### src/rtl/bomb_sequencer.sv
`default_nettype none
// ============================================================================
//  Module      : bomb_sequencer
//  Description : Two-player scheduler for the single bomb slot. Arbitrates
//                drop requests, drives make/explode towards the bomb
//                datapath and times the fuse, flame and cooldown phases.
//  Revision    : 1.0 - initial release
// ============================================================================
module bomb_sequencer #(
    parameter int FUSE_FRAMES     = 180,
    parameter int FLAME_FRAMES    = 30,
    parameter int COOLDOWN_FRAMES = 10,
    parameter int ARM_TIMEOUT     = 4,
    parameter int CNT_W           = 8
) (
    input  logic             frame_clk,
    input  logic             Reset,
    input  logic             req_p1,
    input  logic             req_p2,
    input  logic             bomb_check,
    output logic             make,
    output logic             explode,
    output logic             owner,
    output logic             grant,
    output logic             abort,
    output logic             flame_on,
    output logic [CNT_W-1:0] fuse_left,
    output logic             busy
);

    typedef enum logic [2:0] {
        S_IDLE    = 3'd0,
        S_ARM     = 3'd1,
        S_FUSE    = 3'd2,
        S_EXPLODE = 3'd3,
        S_FLAME   = 3'd4,
        S_COOL    = 3'd5
    } state_t;

    localparam logic [CNT_W-1:0] C_FUSE_LOAD  = CNT_W'(FUSE_FRAMES - 1);
    localparam logic [CNT_W-1:0] C_FLAME_LAST = CNT_W'(FLAME_FRAMES - 1);
    localparam logic [CNT_W-1:0] C_COOL_LAST  = CNT_W'(COOLDOWN_FRAMES - 1);
    localparam logic [CNT_W-1:0] C_ARM_LAST   = CNT_W'(ARM_TIMEOUT - 1);

    state_t           r_state;
    logic [CNT_W-1:0] r_cnt;
    logic             r_last_win;

    state_t           w_state_next;
    logic [CNT_W-1:0] w_cnt_next;
    logic             w_last_win_next;
    logic             w_winner;
    logic             w_make_next;
    logic             w_explode_next;
    logic             w_owner_next;
    logic             w_grant_next;
    logic             w_abort_next;
    logic             w_flame_next;
    logic [CNT_W-1:0] w_fuse_next;
    logic             w_busy_next;

    // State, phase counter and every output are registered here
    always_ff @(posedge frame_clk) begin
        if (Reset) begin
            r_state    <= S_IDLE;
            r_cnt      <= '0;
            r_last_win <= 1'b1;      // P2 "won last", so P1 wins the first tie
            make       <= 1'b0;
            explode    <= 1'b0;
            owner      <= 1'b0;
            grant      <= 1'b0;
            abort      <= 1'b0;
            flame_on   <= 1'b0;
            fuse_left  <= '0;
            busy       <= 1'b0;
        end else begin
            r_state    <= w_state_next;
            r_cnt      <= w_cnt_next;
            r_last_win <= w_last_win_next;
            make       <= w_make_next;
            explode    <= w_explode_next;
            owner      <= w_owner_next;
            grant      <= w_grant_next;
            abort      <= w_abort_next;
            flame_on   <= w_flame_next;
            fuse_left  <= w_fuse_next;
            busy       <= w_busy_next;
        end
    end

    // Next-state and next-output decode; strobes hold unless a transition moves them
    always_comb begin
        w_state_next    = r_state;
        w_cnt_next      = r_cnt;
        w_last_win_next = r_last_win;
        w_make_next     = make;
        w_explode_next  = explode;
        w_owner_next    = owner;
        w_grant_next    = 1'b0;
        w_abort_next    = 1'b0;
        w_flame_next    = flame_on;
        w_fuse_next     = fuse_left;
        // Round-robin on a tie, otherwise whoever is asking
        w_winner        = (req_p1 && req_p2) ? ~r_last_win : req_p2;

        case (r_state)
            S_IDLE: begin
                if (req_p1 || req_p2) begin
                    w_owner_next    = w_winner;
                    w_last_win_next = w_winner;
                    w_grant_next    = 1'b1;
                    w_make_next     = 1'b1;
                    w_cnt_next      = '0;
                    w_state_next    = S_ARM;
                end
            end
            S_ARM: begin
                if (bomb_check) begin
                    w_make_next  = 1'b0;
                    w_fuse_next  = C_FUSE_LOAD;
                    w_cnt_next   = '0;
                    w_state_next = S_FUSE;
                end else if (r_cnt == C_ARM_LAST) begin
                    // Datapath never confirmed the bomb: give the slot back
                    w_make_next  = 1'b0;
                    w_abort_next = 1'b1;
                    w_cnt_next   = '0;
                    w_state_next = S_IDLE;
                end else begin
                    w_cnt_next = r_cnt + 1'b1;
                end
            end
            S_FUSE: begin
                if (!bomb_check) begin
                    // Bomb cleared externally: skip the detonation request
                    w_fuse_next  = '0;
                    w_flame_next = 1'b1;
                    w_cnt_next   = '0;
                    w_state_next = S_FLAME;
                end else if (fuse_left == '0) begin
                    w_explode_next = 1'b1;
                    w_state_next   = S_EXPLODE;
                end else begin
                    w_fuse_next = fuse_left - 1'b1;
                end
            end
            S_EXPLODE: begin
                if (!bomb_check) begin
                    w_explode_next = 1'b0;
                    w_flame_next   = 1'b1;
                    w_cnt_next     = '0;
                    w_state_next   = S_FLAME;
                end
            end
            S_FLAME: begin
                if (r_cnt == C_FLAME_LAST) begin
                    w_flame_next = 1'b0;
                    w_cnt_next   = '0;
                    w_state_next = S_COOL;
                end else begin
                    w_cnt_next = r_cnt + 1'b1;
                end
            end
            S_COOL: begin
                if (r_cnt == C_COOL_LAST) begin
                    w_cnt_next   = '0;
                    w_state_next = S_IDLE;
                end else begin
                    w_cnt_next = r_cnt + 1'b1;
                end
            end
            default: begin
                w_state_next   = S_IDLE;
                w_cnt_next     = '0;
                w_make_next    = 1'b0;
                w_explode_next = 1'b0;
                w_flame_next   = 1'b0;
                w_fuse_next    = '0;
            end
        endcase

        w_busy_next = (w_state_next != S_IDLE);
    end

endmodule
`default_nettype wire

### config.mk
export PLATFORM = sky130hd
export DESIGN_NAME = bomb_sequencer
export DESIGN_NICKNAME = d
export VERILOG_FILES = /design/src/rtl/bomb_sequencer.sv
export SDC_FILE = /design/constraint.sdc
export NUM_CORES = 1
export LEC_CHECK = 0
export BUFFER_PORTS_ARGS = -buffer_cell sky130_fd_sc_hd__buf_2
export CELL_PAD_IN_SITES_DETAIL_PLACEMENT = 0
export CELL_PAD_IN_SITES_GLOBAL_PLACEMENT = 1
export CORE_ASPECT_RATIO = 0.6
export CORE_MARGIN = 2
export CORE_UTILIZATION = 42
export CTS_CLUSTER_DIAMETER = 80
export CTS_CLUSTER_SIZE = 25
export DETAILED_ROUTE_END_ITERATION = 7
export HOLD_SLACK_MARGIN = 0.02
export PLACE_DENSITY_LB_ADDON = 0.15
export SLEW_MARGIN = 25
export SYNTH_ARGS = -nofsm -noshare
export SYNTH_HDL_FRONTEND = slang
export SYNTH_SLANG_ARGS = --single-unit
### constraint.sdc
create_clock -name frame_clk -period 2.3 [get_ports frame_clk]
set_input_delay 0.115 -clock frame_clk [delete_from_list [all_inputs] [get_ports frame_clk]]
set_output_delay 0.115 -clock frame_clk [all_outputs]
set_load 0.01 [all_outputs]
[After elaboration in Yosys (flattened, before gate mapping)]
Cells that the tools add are included.
Cells by class
  equal/unequal tests: 17
  reductions and logical operators: 18
  bitwise operators: 7
  add/subtract/negate cells: 2
  multiplexer cells: 34
Operators with widths (number)
  two-way mux 8 bit: 9
  one-hot mux 8 bit (5 select lines): 1
  two-way mux 3 bit: 8
  one-hot mux 8 bit (3 select lines): 1
  one-hot mux 3 bit (6 select lines): 1
  inequality test 2 bit (second input constant): 7
  OR reduction 4 bit: 3
  two-way mux 1 bit: 11
  one-hot mux 1 bit (3 select lines): 3
  AND reduction 3 bit: 3
  adder 8 x 1 -> 8 bit (second input constant): 1
  == test 8 x 2 -> 1 bit (second input constant): 1
  == test 8 x 4 -> 1 bit (second input constant): 1
  == test 8 x 5 -> 1 bit (second input constant): 1
  logical NOT 8 bit: 1
  subtractor 8 x 1 -> 8 bit (second input constant): 1
  inverter 1 bit: 7
  == test 3 x 2 -> 1 bit (second input constant): 2
  == test 3 bit (second input constant): 2
  inequality test 3 bit (second input constant): 2
  OR reduction 3 bit: 2
  AND reduction 2 bit: 2
  AND reduction 4 bit: 1
  OR reduction 2 bit: 2
  5 further kinds: 5
Storage, ports and cells
  register bits after elaboration: 27
  word-level logic and storage cells: 89
  bits of input ports: 5

[Logic depth before layout (Yosys ltp)]
Gate-level depths: netlist of run 1.
  word-level depth: 5
  mapped depth: 7

[Worst setup path after synthesis of run 1]
No wires, ideal clock.
  kind: register to register
  start: register fuse_left[0]
  end: register fuse_left[2]
  data arrival time: 1713 ps
  setup slack: 517 ps
  stages on the path, launching flop included: 7
  clock period less this slack: 1783 ps
  path buffers: 1
  setup time: 70 ps
  required time: 2230 ps
  path through: dfxtp_1 > inv_1 > ha_1 > and3_1 > clkbuf_1 > or4b_2 > a21oi_1
Between the ends
  longest elaborated chain between the ends: 4
Ends and longest elaborated chain
  start: declaration: RTL line 27  | output logic [CNT_W-1:0] fuse_left,
  start signal: assignment: RTL line 86  | fuse_left <= w_fuse_next;
  subtractor 8 x 1 -> 8 bit: RTL line 144  | w_fuse_next = fuse_left - 1'b1;
  two-way mux 8 bit: RTL line 140  | end else if (fuse_left == '0) begin
  two-way mux 8 bit: RTL line 134  | if (!bomb_check) begin
  one-hot mux 8 bit (3 select lines): RTL line 106  | case (r_state)
Parallel ways exist; a longest one is shown, timed or not. The select of a mux whose other input is x is not followed.
A chain may end at the register's enable or synchronous reset.

[Worst setup path after layout of run 1]
  start: register r_state[1]
  end: register r_cnt[6]
Between the ends
  longest elaborated chain between the ends: 4
Ends and longest elaborated chain
  start: declaration: RTL line 45  | state_t r_state;
  start signal: assignment: RTL line 77  | r_state <= w_state_next;
  == test 3 x 2 -> 1 bit: RTL line 106
  OR reduction 2 bit (no source line)
  inequality test 2 bit (no source line)
  AND reduction 2 bit (no source line)
  end signal: assignment: RTL line 78  | r_cnt <= w_cnt_next;
  end: declaration: RTL line 46  | logic [CNT_W-1:0] r_cnt;
Parallel ways exist; a longest one is shown, timed or not.

==> impl_metrics.tcl, run 1 <==
set metrics [dict create \
    tns_ns 0 \
    drive_gt1_frac 0.175 \
    crit_type "reg2reg" \
    grt_pass1_vias 1357 \
    dr.pass1.iters 4 \
    endpoint_kind "register" \
    slowest_stage "dfxtp_1" \
    ys_warn_count 0 \
    r2r_end "r_cnt[6]" \
    rsz0062_at_grt "no" \
    grt_antenna_before_repair 0 \
    n_fill_cell 373 \
    diodes 0 \
    grt_overflow 0 \
    status "finished, final reports clean" \
    r2r_start "r_state[1]" \
    fin_nets 222 \
    routedWlPerCell_microns 15.7 \
    reg2reg_setup_slack_ns 0.31 \
    synth_seq_cells 27 \
    dp_slack_ns 0.339 \
    critical_path_buf_inv_count 0 \
    holdCritStartpoint "req_p1" \
    path_clk_slew_ns 0.09 \
    grt_use_total 0.214 \
    worstPathRequired_ns 2.51 \
    drv_cap 0 \
    powerDensity_nw_per_um2 617 \
    grt_start_max_net_pins 27 \
    place_congestion 0.841 \
    fin_crit_ns 1.99 \
    drt-total-wl_microns 4070 \
    drt_iter0_drc 172 \
    grt_pass1_wl_microns 6760 \
    finalNonFillerCells 259 \
    die_h_microns 51.1 \
    crit_path_cell_trace "nor4b_4 -> o22ai_2 -> and4_4 -> or4_1 -> a31oi_1" \
    synth.cell_area_sq_um 1550 \
    io_buffers 19 \
    antenna_left 0 \
    arrival_ns 2.20 \
    fin_area_sq_um 1750 \
    worst_slack_ns 0.312 \
    synth.avg_cell_area_sq_um 8.01 \
    synth.distinct_cells 49 \
    start_kind "register" \
    synth_largest_area_cell "dfxtp_1" \
    cts.path.max_buffers 2 \
    synthFlopType "dfxtp_1" \
    start_util 0.430 \
    slowest_delay_ns 0.51 \
    die_w_microns 82.5 \
    timing.final.crit_share 0.864 \
    place_inst 255 \
    worst-path-max-fanout 18 \
    skew_ns 0.00200 \
    async_flop_share 0 \
    timing.final.hold_violations 0 \
    final_common_cell "dfxtp_1" \
    fmax_ghz 0.503 \
    vias 1526 \
    num_rows 17 \
    cts-resized-gates 0 \
    setup_viol 0 \
    vias_per_cell 5.89 \
    r2r_cells 5 \
    htree_levels 1 \
    ioPinCount 20 \
    ir_drop_mv 0.263 \
    worstMarginPinSlew_ns 0.611 \
    die-area_sq_um 4220 \
    area_growth_pct 12.5 \
    cts-root-buf "clkbuf_8" \
    synth_fp_nets 203 \
    worstHoldPathType "in2reg" \
    clkLatencyLatePin_ns 0.28 \
    synthTopCellsByArea "dfxtp_1 (35%), a21oi_1 (6.1%), nor2_1 (4.3%), nand2_1 (4.1%), ha_1 (3.2%)" \
    cts_tree "built" \
    cts_inserted_buffers 3 \
    coreArea_sq_um 3620 \
    most-common-layout-cells "dfxtp_1 (27), a21oi_1 (19), buf_2 (19)" \
    ys_seq_area_frac 0.348 \
    crit_family "simple AND/OR/NAND/NOR gates" \
    holdBufCountCts 0 \
    hold_end "r_last_win" \
    holdPathStages 3 \
    synth_top_area_frac 0.348 \
    dpl.hpwl_microns 3010 \
    cts_sinks 27 \
    leakage_nw 0.662 \
    synth_edf_count 0 \
    syn_inst 194 \
    post-cts-setup-buffers 0 \
    relSlewSlack 0.592 \
    drc_errors 0 \
    drv_slew 0 \
    placed_area_sq_um 1700 \
]
[metrics by stage]
stage	power [mW]	hold WS [ns]	utilization
after global routing	1.15	0.213	0.483
after floorplan	0.724	0.296	-
after global placement	0.801	0.444	0.471
after detailed placement	0.808	0.447	0.471
after CTS	1.08	0.182	0.483
final	1.08	0.192	0.483
[cells in the mapped netlist (all sizes together) (4+ instances only)]
cell    instances
dfxtp          27
buf             4
or3             5
clkbuf          8
nand3           8
o21ai          11
or4             5
nor3            8
o211ai          4
a21oi          20
nor2           18
nand2          17
ha              4
a31oi           7
nor4b           4
[metal layers]
layer / global-route usage / routed length [microns] / up-vias / part of all wire
met5: 0 / 0 / - / 0
met4: 0.0546 / 27 / 0 / 0.0066
met3: 0.0495 / 284 / 4 / 0.070
met2: 0.280 / 1570 / 54 / 0.38
met1: 0.342 / 2190 / 706 / 0.54
li1: - / - / 762 / -
[final cells by class]
class / count / area, sq um / share of cell area
multi-input combinational: 152 / 945 / 0.540
sequential: 27 / 541 / 0.309
timing repair buffer: 26 / 148 / 0.0845
tap: 47 / 58.8 / 0.0336
clock buffer: 4 / 45.0 / 0.0258
inverter: 3 / 11.3 / 0.00644
[sequential cells by signal (all words and copies together) (netlist names)]
| name | cells |
|---|---|
| make | 1 |
| r_cnt | 8 |
| fuse_left | 8 |
| explode | 1 |
| grant | 1 |
| owner | 1 |
| r_last_win | 1 |
| abort | 1 |
| flame_on | 1 |
| busy | 1 |
| r_state | 3 |
[how the worst max path moves through the flow]
stage / from / to / cells after the start
2_1_floorplan: fuse_left[0] / fuse_left[2] / 6
3_3_place_gp: r_state[2] / r_cnt[6] / 5
3_5_place_dp: r_state[1] / r_cnt[6] / 5
4_1_cts: r_state[2] / r_cnt[6] / 5
5_1_grt: r_state[2] / r_cnt[3] / 5
6_report: r_state[1] / r_cnt[6] / 5
[where the power goes]
part           switching (mW)  internal (mW)  total [mW]  leakage [nW]
logic                   0.155          0.110       0.264         0.419
registers              0.0412          0.498       0.539         0.220
clock network           0.151          0.124       0.276        0.0228
total                   0.347          0.732        1.08         0.662
[worst register-to-register path, stage by stage (launching register included)]
cell and delay [ns]:
dfxtp_1 0.51, nor4b_4 0.39, o22ai_2 0.15, and4_4 0.22, or4_1 0.49, a31oi_1 0.15
[kinds of logic after synthesis]
family                     synth area share
and+or+nand+nor                       0.327
DFF                                   0.348
AOI/OAI and AO/OA                     0.238
buffers and inverters                0.0443
xor gates and xnor gates             0.0113
adders and majority gates            0.0322
Power figures use the tool's default switching activity.
==> run 2, diff against run 1 <==
--- a/config.mk
+++ b/config.mk
@@ -10,7 +10,7 @@
 export CELL_PAD_IN_SITES_GLOBAL_PLACEMENT = 1
 export CORE_ASPECT_RATIO = 0.6
 export CORE_MARGIN = 2
-export CORE_UTILIZATION = 42
+export CORE_UTILIZATION = 38
 export CTS_CLUSTER_DIAMETER = 80
 export CTS_CLUSTER_SIZE = 25
 export DETAILED_ROUTE_END_ITERATION = 7
==> constraint.sdc (replaced) <==
create_clock -name frame_clk -period 1.8 [get_ports frame_clk]
set_input_delay 0.09 -clock frame_clk [delete_from_list [all_inputs] [get_ports frame_clk]]
set_output_delay 0.09 -clock frame_clk [all_outputs]
set_load 0.01 [all_outputs]
==> run 2 against run 1 <==
Via count rose by 6.9%. Core utilization grew 5.4 points. Sequential power is 26% higher. Register-to-register slack worse by 0.30 ns. Global-route usage is 0.49 points higher. Design area is 16% higher.
==> impl_metrics.tcl, run 2 (synthesized netlist as in run 1, its figures left out) <==
set metrics [dict create \
    status "finished, final reports clean" \
    clkLatencyLatePin_ns 0.28 \
    fmax_ghz 0.559 \
    r2r_end "r_cnt[6]" \
    worst-path-max-fanout 5 \
    path_clk_slew_ns 0.10 \
    r2r_start "r_state[2]" \
    coreArea_sq_um 3790 \
    grt_pass1_vias 1510 \
    final_util 0.538 \
    drv_slew 0 \
    worst_slack_ns 0.0107 \
    die_w_microns 86.6 \
    worstSetupStartpoint "r_state[2]" \
    multi_input_area_sq_um 1000 \
    antenna_left 0 \
    die_h_microns 53.5 \
    drt-total-wl_microns 4530 \
    endpoint_kind "register" \
    drc_errors 0 \
    crit_type "reg2reg" \
    grt_start_max_net_pins 16 \
    dp_slack_ns -0.0303 \
    drv_cap 0 \
    setup_viol 0 \
    regArea_sq_um 554 \
    dr.pass1.iters 4 \
    rsz0062_at_grt "yes" \
    worstPathRequired_ns 2.01 \
    dpl.hpwl_microns 3540 \
    cts_inserted_buffers 3 \
    drt_iter0_drc 172 \
    skew_ns 0.00289 \
    diodes 0 \
    start_kind "register" \
    routedWlPerCell_microns 15.8 \
    timing.final.crit_share 0.994 \
    r2r_cells 5 \
    leakage_nw 0.812 \
    drive_gt1_frac 0.350 \
    area_growth_pct 31.0 \
    most-common-layout-cells "buf_4 (34), dfxtp_1 (20), buf_2 (19)" \
    place_congestion 0.871 \
    holdBufCountCts 0 \
    worstMarginPinSlew_ns 0.364 \
    cts.path.max_buffers 2 \
    ir_drop_mv 0.386 \
    grt_antenna_before_repair 0 \
    timing.final.hold_violations 0 \
    grt_use_total 0.219 \
    start_util 0.410 \
    num_rows 17 \
    n_fill_cell 364 \
    fin_nets 250 \
    io_buffers 19 \
    final_common_cell "buf_4" \
    vias 1631 \
    die-area_sq_um 4630 \
    reg_top3 "fuse_left x8, r_cnt x8, r_state x3" \
    vias_per_cell 5.68 \
    crit_end "r_cnt[6]" \
    arrival_ns 2.00 \
    powerDensity_nw_per_um2 721 \
    fin_crit_ns 1.79 \
    cts-root-buf "clkbuf_8" \
    ioPinCount 20 \
    worstHoldPathType "in2reg" \
    grt_pass1_wl_microns 7690 \
    htree_levels 1 \
    relSlewSlack 0.754 \
    cts_sinks 27 \
    grt_overflow 0 \
    reg2reg_setup_slack_ns 0.01 \
    cts_tree "built" \
]
[run 2: cell count changes in the layout (fill, tap and decap cells not counted), moves of 2 or more]
cell	delta
or4_4	+2
ha_1	-2
dfxtp_1	-7
o21ai_1	-2
dfxtp_2	+5
dfxtp_4	+2
o21ai_2	+2
buf_4	+27
or4_1	-2
[run 2: worst max-delay path, stage by stage (launching register included)]
cell,delay (ns)
dfxtp_4,0.39
nor4b_4,0.33
o22ai_2,0.12
and4_4,0.23
or4_4,0.50
a31oi_1,0.16
[run 2: how the worst min path moves through the flow]
stage,start,endpoint,slack [ns],cells after the start
after floorplan,req_p1,grant,0.27,2
after global placement,req_p1,r_last_win,0.44,3
after detailed placement,flame_on,flame_on,0.45,2
after CTS,req_p1,r_last_win,0.17,3
after global routing,Reset,fuse_left[2],0.18,2
final,req_p1,r_last_win,0.17,3
[run 2: power by group]
| group | switching [mW] | total (mW) | internal (mW) |
|---|---|---|---|
| combinational | 0.234 | 0.433 | 0.199 |
| sequential | 0.0406 | 0.679 | 0.638 |
| clock | 0.200 | 0.356 | 0.156 |
| total | 0.475 | 1.47 | 0.992 |
[run 2: final cells by class]
| class | instances | share of cell area |
|---|---|---|
| clock buffer | 3 | 0.0203 |
| clock inverter | 1 | 0.00246 |
| inverter | 3 | 0.00553 |
| multi-input combinational | 152 | 0.493 |
| sequential | 27 | 0.272 |
| tap | 47 | 0.0289 |
| timing repair buffer | 54 | 0.178 |
[run 2: timing repair]
action                                  CTS  global route
endpoints found under the setup margin    8            13
setup buffers                             0             1
pin swaps                                 5            11
resized for setup                         9            15
[run 2: per-stage QoR]
step	setup TNS (ns)	power [mW]	std cells	hold WS, ns	instance area (sq um)
after global routing	-0.138	1.56	287	0.177	2040
after CTS	0	1.46	286	0.167	1970
final	0	1.47	287	0.168	2040
after detailed placement	-0.0435	1.10	282	0.452	1910
after floorplan	0	0.925	194	0.271	1550
after global placement	0	1.09	282	0.436	1910
[run 2: routing by layer]
metal	track usage	up-vias	share of wire	wire, microns
met3	0.0690	2	0.077	348
li1	-	809	-	-
met1	0.321	775	0.51	2310
met5	0	-	0	0
met2	0.313	45	0.41	1840
met4	0.0469	0	0.0057	26
